### src/rtl/jk_updown_counter.sv
// ---------------------------------------------------------------------------
// jk_updown_counter
//
// Purpose:
//   Synchronous W-bit up/down counter built from one JK flip-flop cell per
//   bit. Each cell's J/K pair is derived from hold, parallel-load and
//   toggle equations. Provides count enable, direction control, a
//   combinational terminal-count output and a sticky wrap (overflow) flag.
//
// Configuration:
//   JK_CNT_MOD_EN  - when defined, the counter counts modulo MODULUS:
//                    wraps go to 0 / MODULUS-1 and loads of d >= MODULUS
//                    are clamped to MODULUS-1. When undefined the counter
//                    is a plain 2^W binary counter and MODULUS is ignored.
//
// Parameters:
//   W        counter width in bits (2..16)
//   MODULUS  count modulus, modulo build only (2..2^W)
//
// Ports:
//   clk   in   rising-edge clock
//   rst   in   synchronous active-high reset (q=0, ovf=0)
//   en    in   count enable
//   up    in   direction, 1 = increment, 0 = decrement
//   load  in   synchronous parallel load (priority over en)
//   d     in   parallel load value
//   q     out  counter state
//   qn    out  bitwise complement of q
//   tc    out  terminal count: en & (up ? q==MAX : q==0)
//   ovf   out  sticky wrap flag, cleared by rst or load
// ---------------------------------------------------------------------------
module jk_updown_counter #(
  parameter int W       = 4,
  parameter int MODULUS = 10
) (
  input  logic         clk,
  input  logic         rst,
  input  logic         en,
  input  logic         up,
  input  logic         load,
  input  logic [W-1:0] d,
  output logic [W-1:0] q,
  output logic [W-1:0] qn,
  output logic         tc,
  output logic         ovf
);

  // Elaboration-time legality of the configuration.
`ifdef JK_CNT_MOD_EN
  if (W < 2 || W > 16 || MODULUS < 2 || MODULUS > (1 << W)) begin : g_bad_cfg
    $error("jk_updown_counter: illegal W/MODULUS");
  end
  localparam logic [W-1:0] MAX_V = W'(MODULUS - 1);
  localparam logic [W:0]   MOD_V = (W+1)'(MODULUS);
`else
  if (W < 2 || W > 16 || MODULUS < 2) begin : g_bad_cfg
    $error("jk_updown_counter: illegal W/MODULUS");
  end
  localparam logic [W-1:0] MAX_V = '1;
`endif

  logic [W-1:0] q_q, q_d;
  logic         ovf_q, ovf_d;
  logic [W-1:0] j, k;
  logic [W-1:0] t_up, t_dn;
  logic [W-1:0] ld_val;
  logic         tc_w;

  // Value actually loaded; in the modulo build out-of-range loads saturate
  // to the top count so the state never leaves 0..MODULUS-1.
  function automatic logic [W-1:0] clamp_load(input logic [W-1:0] v);
`ifdef JK_CNT_MOD_EN
    if ({1'b0, v} >= MOD_V) return MAX_V;
    else                    return v;
`else
    return v;
`endif
  endfunction

  assign ld_val = clamp_load(d);
  assign tc_w   = en & (up ? (q_q == MAX_V) : (q_q == '0));

  always_comb begin
    // Toggle terms: a bit flips when every lower bit is 1 (up) or 0 (down).
    t_up[0] = 1'b1;
    t_dn[0] = 1'b1;
    for (int i = 1; i < W; i++) begin
      t_up[i] = t_up[i-1] &  q_q[i-1];
      t_dn[i] = t_dn[i-1] & ~q_q[i-1];
    end

    j = '0;
    k = '0;
    if (load) begin
      j = ld_val;
      k = ~ld_val;
    end else if (en) begin
`ifdef JK_CNT_MOD_EN
      if (tc_w && up) begin
        // Up-wrap: clear every cell.
        j = '0;
        k = '1;
      end else if (tc_w && !up) begin
        // Down-wrap: load MODULUS-1 into the cells.
        j = MAX_V;
        k = ~MAX_V;
      end else begin
        j = up ? t_up : t_dn;
        k = up ? t_up : t_dn;
      end
`else
      j = up ? t_up : t_dn;
      k = up ? t_up : t_dn;
`endif
    end

    // JK cell characteristic equation, one cell per bit.
    q_d = (j & ~q_q) | (~k & q_q);

    if (load)      ovf_d = 1'b0;
    else if (tc_w) ovf_d = 1'b1;
    else           ovf_d = ovf_q;
  end

  always_ff @(posedge clk) begin
    if (rst) begin
      q_q   <= '0;
      ovf_q <= 1'b0;
    end else begin
      q_q   <= q_d;
      ovf_q <= ovf_d;
    end
  end

  assign q   = q_q;
  assign qn  = ~q_q;
  assign tc  = tc_w;
  assign ovf = ovf_q;

endmodule
### config.mk
export PLATFORM = sky130hd
export DESIGN_NAME = jk_updown_counter
export DESIGN_NICKNAME = d
export VERILOG_FILES = /design/src/rtl/jk_updown_counter.sv
export SDC_FILE = /design/constraint.sdc
export NUM_CORES = 1
export LEC_CHECK = 0
export CAP_MARGIN = 20
export CORE_AREA = 4 4 41 43
export DETAILED_ROUTE_END_ITERATION = 10
export DIE_AREA = 0 0 45 47
export GPL_TIMING_DRIVEN = 0
export PLACE_DENSITY = 0.68
export REMOVE_ABC_BUFFERS = 1
export SETUP_SLACK_MARGIN = 0.15
export SYNTH_ARGS = -nofsm -noshare
export SYNTH_HDL_FRONTEND = slang
export SYNTH_SLANG_ARGS = --single-unit
### constraint.sdc
create_clock -name clk -period 1.65 [get_ports clk]
set_clock_uncertainty 0.15 [all_clocks]
set_input_delay 0.165 -clock clk [delete_from_list [all_inputs] [get_ports clk]]
set_output_delay 0.165 -clock clk [all_outputs]
set_load 0.03 [all_outputs]
==> flow_summary.ini, run 1 <==
[status]
run_status = finished, violations left
failed_checks = negative setup slack

[floorplanning]
die_area_sq_mm = 0.002115
num_io_pins = 19
die_y_um = 47
floorplan_row_count = 13
floorplan.core_area_sq_mm = 0.001301
die_width_um = 45
start_util_pct = 26.54

[clocking]
cts.root.buffer_cell = sky130_fd_sc_hd__clkbuf_4
worst_setup_hold_path_clk_slew_ns = 0.04
cts_hold_buffers = 0
clk_latency_ns = 0.25
cts_buf_count = 3
cts.sinks = 5
cts-htree-levels = 1
cts_tree = yes
clock_tree.buffer_depth = 2

[drt]
totalWireLength_um = 881
detail_route.wl_per_cell_um = 11.01
post-route-drc-count = 0
post_drt_via_cell_ratio = 4.850
top_signal_layer_used = met3
num_vias = 388
wl_met1_um = 362
detailroute.wirelength.met3_um = 71
sum_of_met2_wire_segment_lengths_after_detailed_routing_um = 447
first_iter_violations = 9
drt_pre_antenna_iters = 3
drt.antenna.violating_nets = 0

[global_routing]
antenna_found_initial = 0
globalRouteTotalUtil_pct = 9.810
globalRouteOverflowTotal = 0
global_route_wire_length_before_repair_um = 1435
pin_count_of_the_biggest_net_entering_global_routing = 9
first_global_vias = 325

[power_and_ir_drop]
power.density_cell_area_mw_per_mm2 = 753.4
max-vdd-ir-drop_v = 0.0003807
p_leak_nw = 0.2568

[cells_and_area]
syn_to_final_growth_pct = 64.86
antenna_cells = 0
drive_above_1_share_pct = 21.54
nets = 75
layout.cells.non_filler = 80
final_area_sq_um = 569.3
fillers = 146

[worst_setup_path]
critical_path.reg2reg.startpoint = q[0]
worstSetupStartpoint = q[0]
cp-start-kind = register
reg2reg_to = q[1]
regToRegSetupSlack_ns = 0.20
path_max_fanout = 2
crit_path_capture_type = output pin
timing.reg2reg.worst_path_depth = 4
cp.required_ns = 1.33
timing.setup.critical_path_class = register to output pin
worst-endpoint-arrival_ns = 1.60

[placed_design]
place_inst = 74
gp_congestion = 0.7569
post_dp_cell_area_sq_um = 529.3
post-place-ws_ns = -0.8062
io_buffer_count = 18
hpwlAfterDp_um = 676

[worst_hold_path]
hold-path-endpoint = q[0]
worst_hold_path_type = primary input to register
min_from = d[0]
min_delay_path_depth = 3

[timing]
timing.final.hold_violations = 0
worst_slew_margin_rel_pct = 79.58
final-max-slew-violation-count = 0
layout_min_cycle_time_ns = 1.919
fin_ws_ns = -0.2695
finalSetupTns_ns = -0.2695
clock.fmax_mhz = 521.0
post-route-period-util_pct = 116.3
unrepaired_setup_endpoints_after_global_routing = true
worst_pin_slew_ns = 0.3075
timing.final.setup_violations = 1
holdWs_ns = 0.3276

[logic_synthesis]
syn_avg_cell_area_sq_um = 8.031
synth.yosys.seq_area_share_pct = 28.99
synth_cell_types = 26
ys.warnings.count = 0
postSynthCellCount = 43
synth.ff_latch_count = 5
post_synth_instance_area_sq_um = 345.3

[run]
timing.max_cap.violations = 0
[state kept, by name, indices dropped and copies added (netlist names)]
signal,count
q,4
ovf,1
[routing by layer]
layer  up-vias  track usage [%]
met3         0            6.897
met2        10            14.41
li1        199                -
met4         0            1.754
met5         -                0
met1       179            11.87
[through the flow]
| stage | util [%] | power [W] |
|---|---|---|
| final | 43.75 | 0.0004289 |
| after global routing | 43.75 | 0.0004603 |
| after CTS | 44.04 | 0.0004361 |
| after detailed placement | 40.67 | 0.0002898 |
| after global placement | 40.67 | 0.0002880 |
| after floorplan | - | 0.0002196 |
[kinds of logic (layout without fill, tap and decap cells)]
family	Yosys count	count (layout)	synth area share, %
AOI/OAI and AO/OA	9	9	21.01
xor gates and xnor gates	2	2	5.073
buffers and inverters	9	31	11.96
DFF	5	5	28.99
muxes	1	1	2.899
and+or+nand+nor	17	17	30.08
[cell usage after synthesis]
library cell	count	area, sq um
sky130_fd_sc_hd__a2111oi_2	1	15.01
sky130_fd_sc_hd__a21oi_1	2	10.01
sky130_fd_sc_hd__a311oi_1	1	8.760
sky130_fd_sc_hd__a31oi_1	1	6.260
sky130_fd_sc_hd__a32o_2	1	11.26
sky130_fd_sc_hd__and2_1	1	6.260
sky130_fd_sc_hd__and3_1	1	6.260
sky130_fd_sc_hd__buf_6	1	11.26
sky130_fd_sc_hd__clkbuf_1	1	3.750
sky130_fd_sc_hd__dfxtp_1	5	100.1
sky130_fd_sc_hd__inv_1	7	26.28
sky130_fd_sc_hd__mux2i_1	1	10.01
sky130_fd_sc_hd__nand2_1	2	7.510
sky130_fd_sc_hd__nand3_1	1	5.000
sky130_fd_sc_hd__nand3b_1	1	7.510
sky130_fd_sc_hd__nand4_1	1	6.260
sky130_fd_sc_hd__nor2_1	3	11.26
sky130_fd_sc_hd__nor3_1	2	10.01
sky130_fd_sc_hd__nor3b_1	1	7.510
sky130_fd_sc_hd__nor4b_1	1	8.760
sky130_fd_sc_hd__o2111a_1	1	11.26
sky130_fd_sc_hd__o21ai_0	2	10.01
sky130_fd_sc_hd__or3_1	1	6.260
sky130_fd_sc_hd__or4_4	1	11.26
sky130_fd_sc_hd__or4b_1	1	10.01
sky130_fd_sc_hd__xor2_1	2	17.52
[timing repair]
action                                 4_1_cts  5_1_grt
buffers inserted                             2        0
pin swaps                                    1        1
endpoints found under the hold margin        0        0
setup endpoints to repair                   10        5
resized for setup                           22        2
[cell type report]
cell class,instances,area [sq um],share of cell area (%)
Clock buffer,4,26.28,4.615
Inverter,7,26.28,4.615
Multi-Input combinational cell,29,207.7,36.48
Sequential cell,5,108.9,19.12
Tap cell,15,18.77,3.297
Timing Repair Buffer,20,181.4,31.87
[critical path, stage by stage, from the launching register on]
cell	delay (ns)
sky130_fd_sc_hd__dfxtp_4	0.33
sky130_fd_sc_hd__or4_4	0.53
sky130_fd_sc_hd__mux2i_2	0.20
sky130_fd_sc_hd__and2_1	0.17
sky130_fd_sc_hd__buf_6	0.13
[report_power, final]
part / total, W / internal (W) / switching, W / leakage (nW)
combinational: 0.000142 / 0.0000624 / 0.0000800 / 0.199
clock: 0.000146 / 0.0000917 / 0.0000544 / 0.0150
sequential: 0.000140 / 0.000130 / 0.00000990 / 0.0428
total: 0.000429 / 0.000285 / 0.000144 / 0.257
[cell usage in the layout (no fill, tap or decap), types with 2 or more instances in the layout]
cell,instances
sky130_fd_sc_hd__a21oi_1,2
sky130_fd_sc_hd__buf_4,2
sky130_fd_sc_hd__clkbuf_4,3
sky130_fd_sc_hd__clkdlybuf4s50_1,8
sky130_fd_sc_hd__dfxtp_1,2
sky130_fd_sc_hd__dfxtp_4,2
sky130_fd_sc_hd__dlygate4sd2_1,8
sky130_fd_sc_hd__inv_1,7
sky130_fd_sc_hd__nand2_1,2
sky130_fd_sc_hd__nor2_1,3
sky130_fd_sc_hd__nor3_1,2
sky130_fd_sc_hd__o21ai_0,2
sky130_fd_sc_hd__xor2_1,2
[worst max-delay path by stage]
stage,end,slack [ns],cells past startpoint
floorplan,tc,-0.15,3
global placement,tc,-0.80,5
detailed placement,tc,-0.81,5
CTS,tc,-0.28,4
global route,tc,-0.34,4
finish,tc,-0.27,4
Note: power is estimated with default switching activity, not from simulation.
==> inputs of run 2 (changes only) <==
- CAP_MARGIN: 20 -> 5
- CORE_AREA: 4 4 41 43 -> 5 5 42 44
- DIE_AREA: 0 0 45 47 -> 0 0 47 49
==> run 2 against run 1 <==
Effect of this change:
- maximum frequency fell by 1.1%
- via count rose by 8.2%
- sequential share of layout area fell by 2.2 points
- first-iteration DRC count fell by 44%
- non-clock buffer count rose by 7
- sequential power barely moved
- count of clock-buffer cells in the layout did not move
- critical endpoint unchanged
- the run still ends with negative setup slack left
- combinational power rose by 22%
- cell area rose by 13%
- utilization rose by 2.2 points
==> flow_summary.ini, run 2 (same netlist as run 1, synthesis figures left out) <==
[drt]
post_drt_via_cell_ratio = 4.773
detail_route.wl_per_cell_um = 11.91
num_vias = 420
drt_pre_antenna_iters = 3
post-route-drc-count = 0
totalWireLength_um = 1048
first_iter_violations = 5
drt.antenna.violating_nets = 0

[global_routing]
globalRouteOverflowTotal = 0
global_route_wire_length_before_repair_um = 1690
first_global_vias = 362
globalRouteTotalUtil_pct = 10.13
pin_count_of_the_biggest_net_entering_global_routing = 9
antenna_found_initial = 0

[power_and_ir_drop]
share_seq_of_total_power_pct = 30.5
pwr-share-clk_pct = 32.1
power.net_switching_w = 0.0001553
power.share.combinational_pct = 37.5
share_of_total_power_consumed_by_net_switching_pct = 33.62
max-vdd-ir-drop_v = 0.0004707
p_leak_nw = 0.3033
power.internal_w = 0.0003066
power.density_cell_area_mw_per_mm2 = 716.9

[timing]
unrepaired_setup_endpoints_after_global_routing = true
holdWs_ns = 0.1575
finalSetupTns_ns = -0.4869
worst_slew_margin_rel_pct = 79.37
timing.final.hold_violations = 0
layout_min_cycle_time_ns = 1.941
clock.fmax_mhz = 515.1
worst_pin_slew_ns = 0.3085
fin_ws_ns = -0.2914
final-max-slew-violation-count = 0
timing.final.setup_violations = 2
post-route-period-util_pct = 117.7

[floorplanning]
num_io_pins = 19
die_width_um = 47
start_util_pct = 24.64
die_y_um = 49
floorplan.core_area_sq_mm = 0.001401
floorplan_row_count = 14
die_area_sq_mm = 0.002303

[clocking]
clock_tree.buffer_depth = 2
cts.root.buffer_cell = sky130_fd_sc_hd__clkbuf_4
cts_hold_buffers = 0
cts.sinks = 5
cts-htree-levels = 1
worst_setup_hold_path_clk_slew_ns = 0.05
clk_latency_ns = 0.25
cts_tree = yes
cts_buf_count = 3

[worst_setup_path]
worst-endpoint-arrival_ns = 1.63
timing.setup.critical_path_class = register to output pin
path_max_fanout = 2
cp.required_ns = 1.33
crit_path_capture_type = output pin
cp-start-kind = register

[cells_and_area]
most-common-layout-cells = 7 x sky130_fd_sc_hd__inv_1, 7 x sky130_fd_sc_hd__clkdlybuf4s50_1, 7 x sky130_fd_sc_hd__dlygate4sd2_1
multi_input_gate_area_sq_um = 211.5
flip_flop_count_of_the_largest_register_after_layout = 4
drive_above_1_share_pct = 31.94
area_used_by_sequential_logic_in_the_layout_sq_um = 108.9
syn_to_final_growth_pct = 86.59
fillers = 153
nets = 82
antenna_cells = 0

[worst_hold_path]
worst_hold_path_type = primary input to register

[placed_design]
io_buffer_count = 18
gp_congestion = 0.7307
hpwlAfterDp_um = 720.3

[status]
failed_checks = negative setup slack
run_status = finished, violations left

[run]
timing.max_cap.violations = 0
==> run 2: metrics by stage <==
stage	setup WS (ns)	total power (W)	instance area (sq um)	util [%]	cells
global route	-0.3195	0.0004873	644.4	45.98	88
CTS	-0.2762	0.0004605	626.9	44.73	86
finish	-0.2914	0.0004620	644.4	45.98	88
floorplan	-0.1544	0.0002196	330.3	-	41
detailed placement	-0.8182	0.0002908	530.5	37.86	75
global placement	-0.8019	0.0002887	530.5	37.86	75
==> run 2: path summary, 6_finish.rpt <==
path | start | end | slack (ns) | cells past startpoint
setup / recovery | q[0] | tc | -0.29 | 4
hold / removal | load | q[0] | 0.16 | 3
setup reg to reg | q[0] | ovf | -0.20 | 8
hold reg to reg | ovf | ovf | 0.34 | 1
==> run 2: what timing repair did <==
action / in CTS / in global routing
pin swaps: 2 / 4
resized for setup: 26 / 7
buffers inserted: 7 / 2
endpoints found under the setup margin: 11 / 7
==> run 2: routing by layer <==
| layer | part of all wire (%) | GRT usage, % | vias to the layer above |
|---|---|---|---|
| met5 | 0 | 0 | - |
| met2 | 48 | 12.90 | 10 |
| met1 | 46 | 13.60 | 195 |
| met4 | 1.5 | 6.912 | 0 |
| li1 | - | - | 213 |
| met3 | 4.5 | 3.690 | 2 |
==> run 2: cell type report <==
| cell class | instances | area share (%) |
|---|---|---|
| Inverter | 7 | 4.078 |
| Tap cell | 16 | 3.107 |
| Multi-Input combinational cell | 29 | 32.82 |
| Timing Repair Buffer | 27 | 39.03 |
| Clock buffer | 4 | 4.078 |
| Sequential cell | 5 | 16.89 |
==> run 2: power groups by stage <==
stage	clock, W	sequential [W]	combinational, W
detailed placement	0	0.000146	0.000144
floorplan	0	0.000161	0.0000583
finish	0.000148	0.000141	0.000173
CTS	0.000152	0.000141	0.000168
global route	0.000160	0.000142	0.000185
global placement	0	0.000146	0.000143
==> run 2: worst max-delay path: stages (launching register included) <==
cell and delay (ns):
sky130_fd_sc_hd__dfxtp_4 0.34, sky130_fd_sc_hd__or4_4 0.54, sky130_fd_sc_hd__mux2i_2 0.21, sky130_fd_sc_hd__and2_1 0.17, sky130_fd_sc_hd__buf_6 0.13
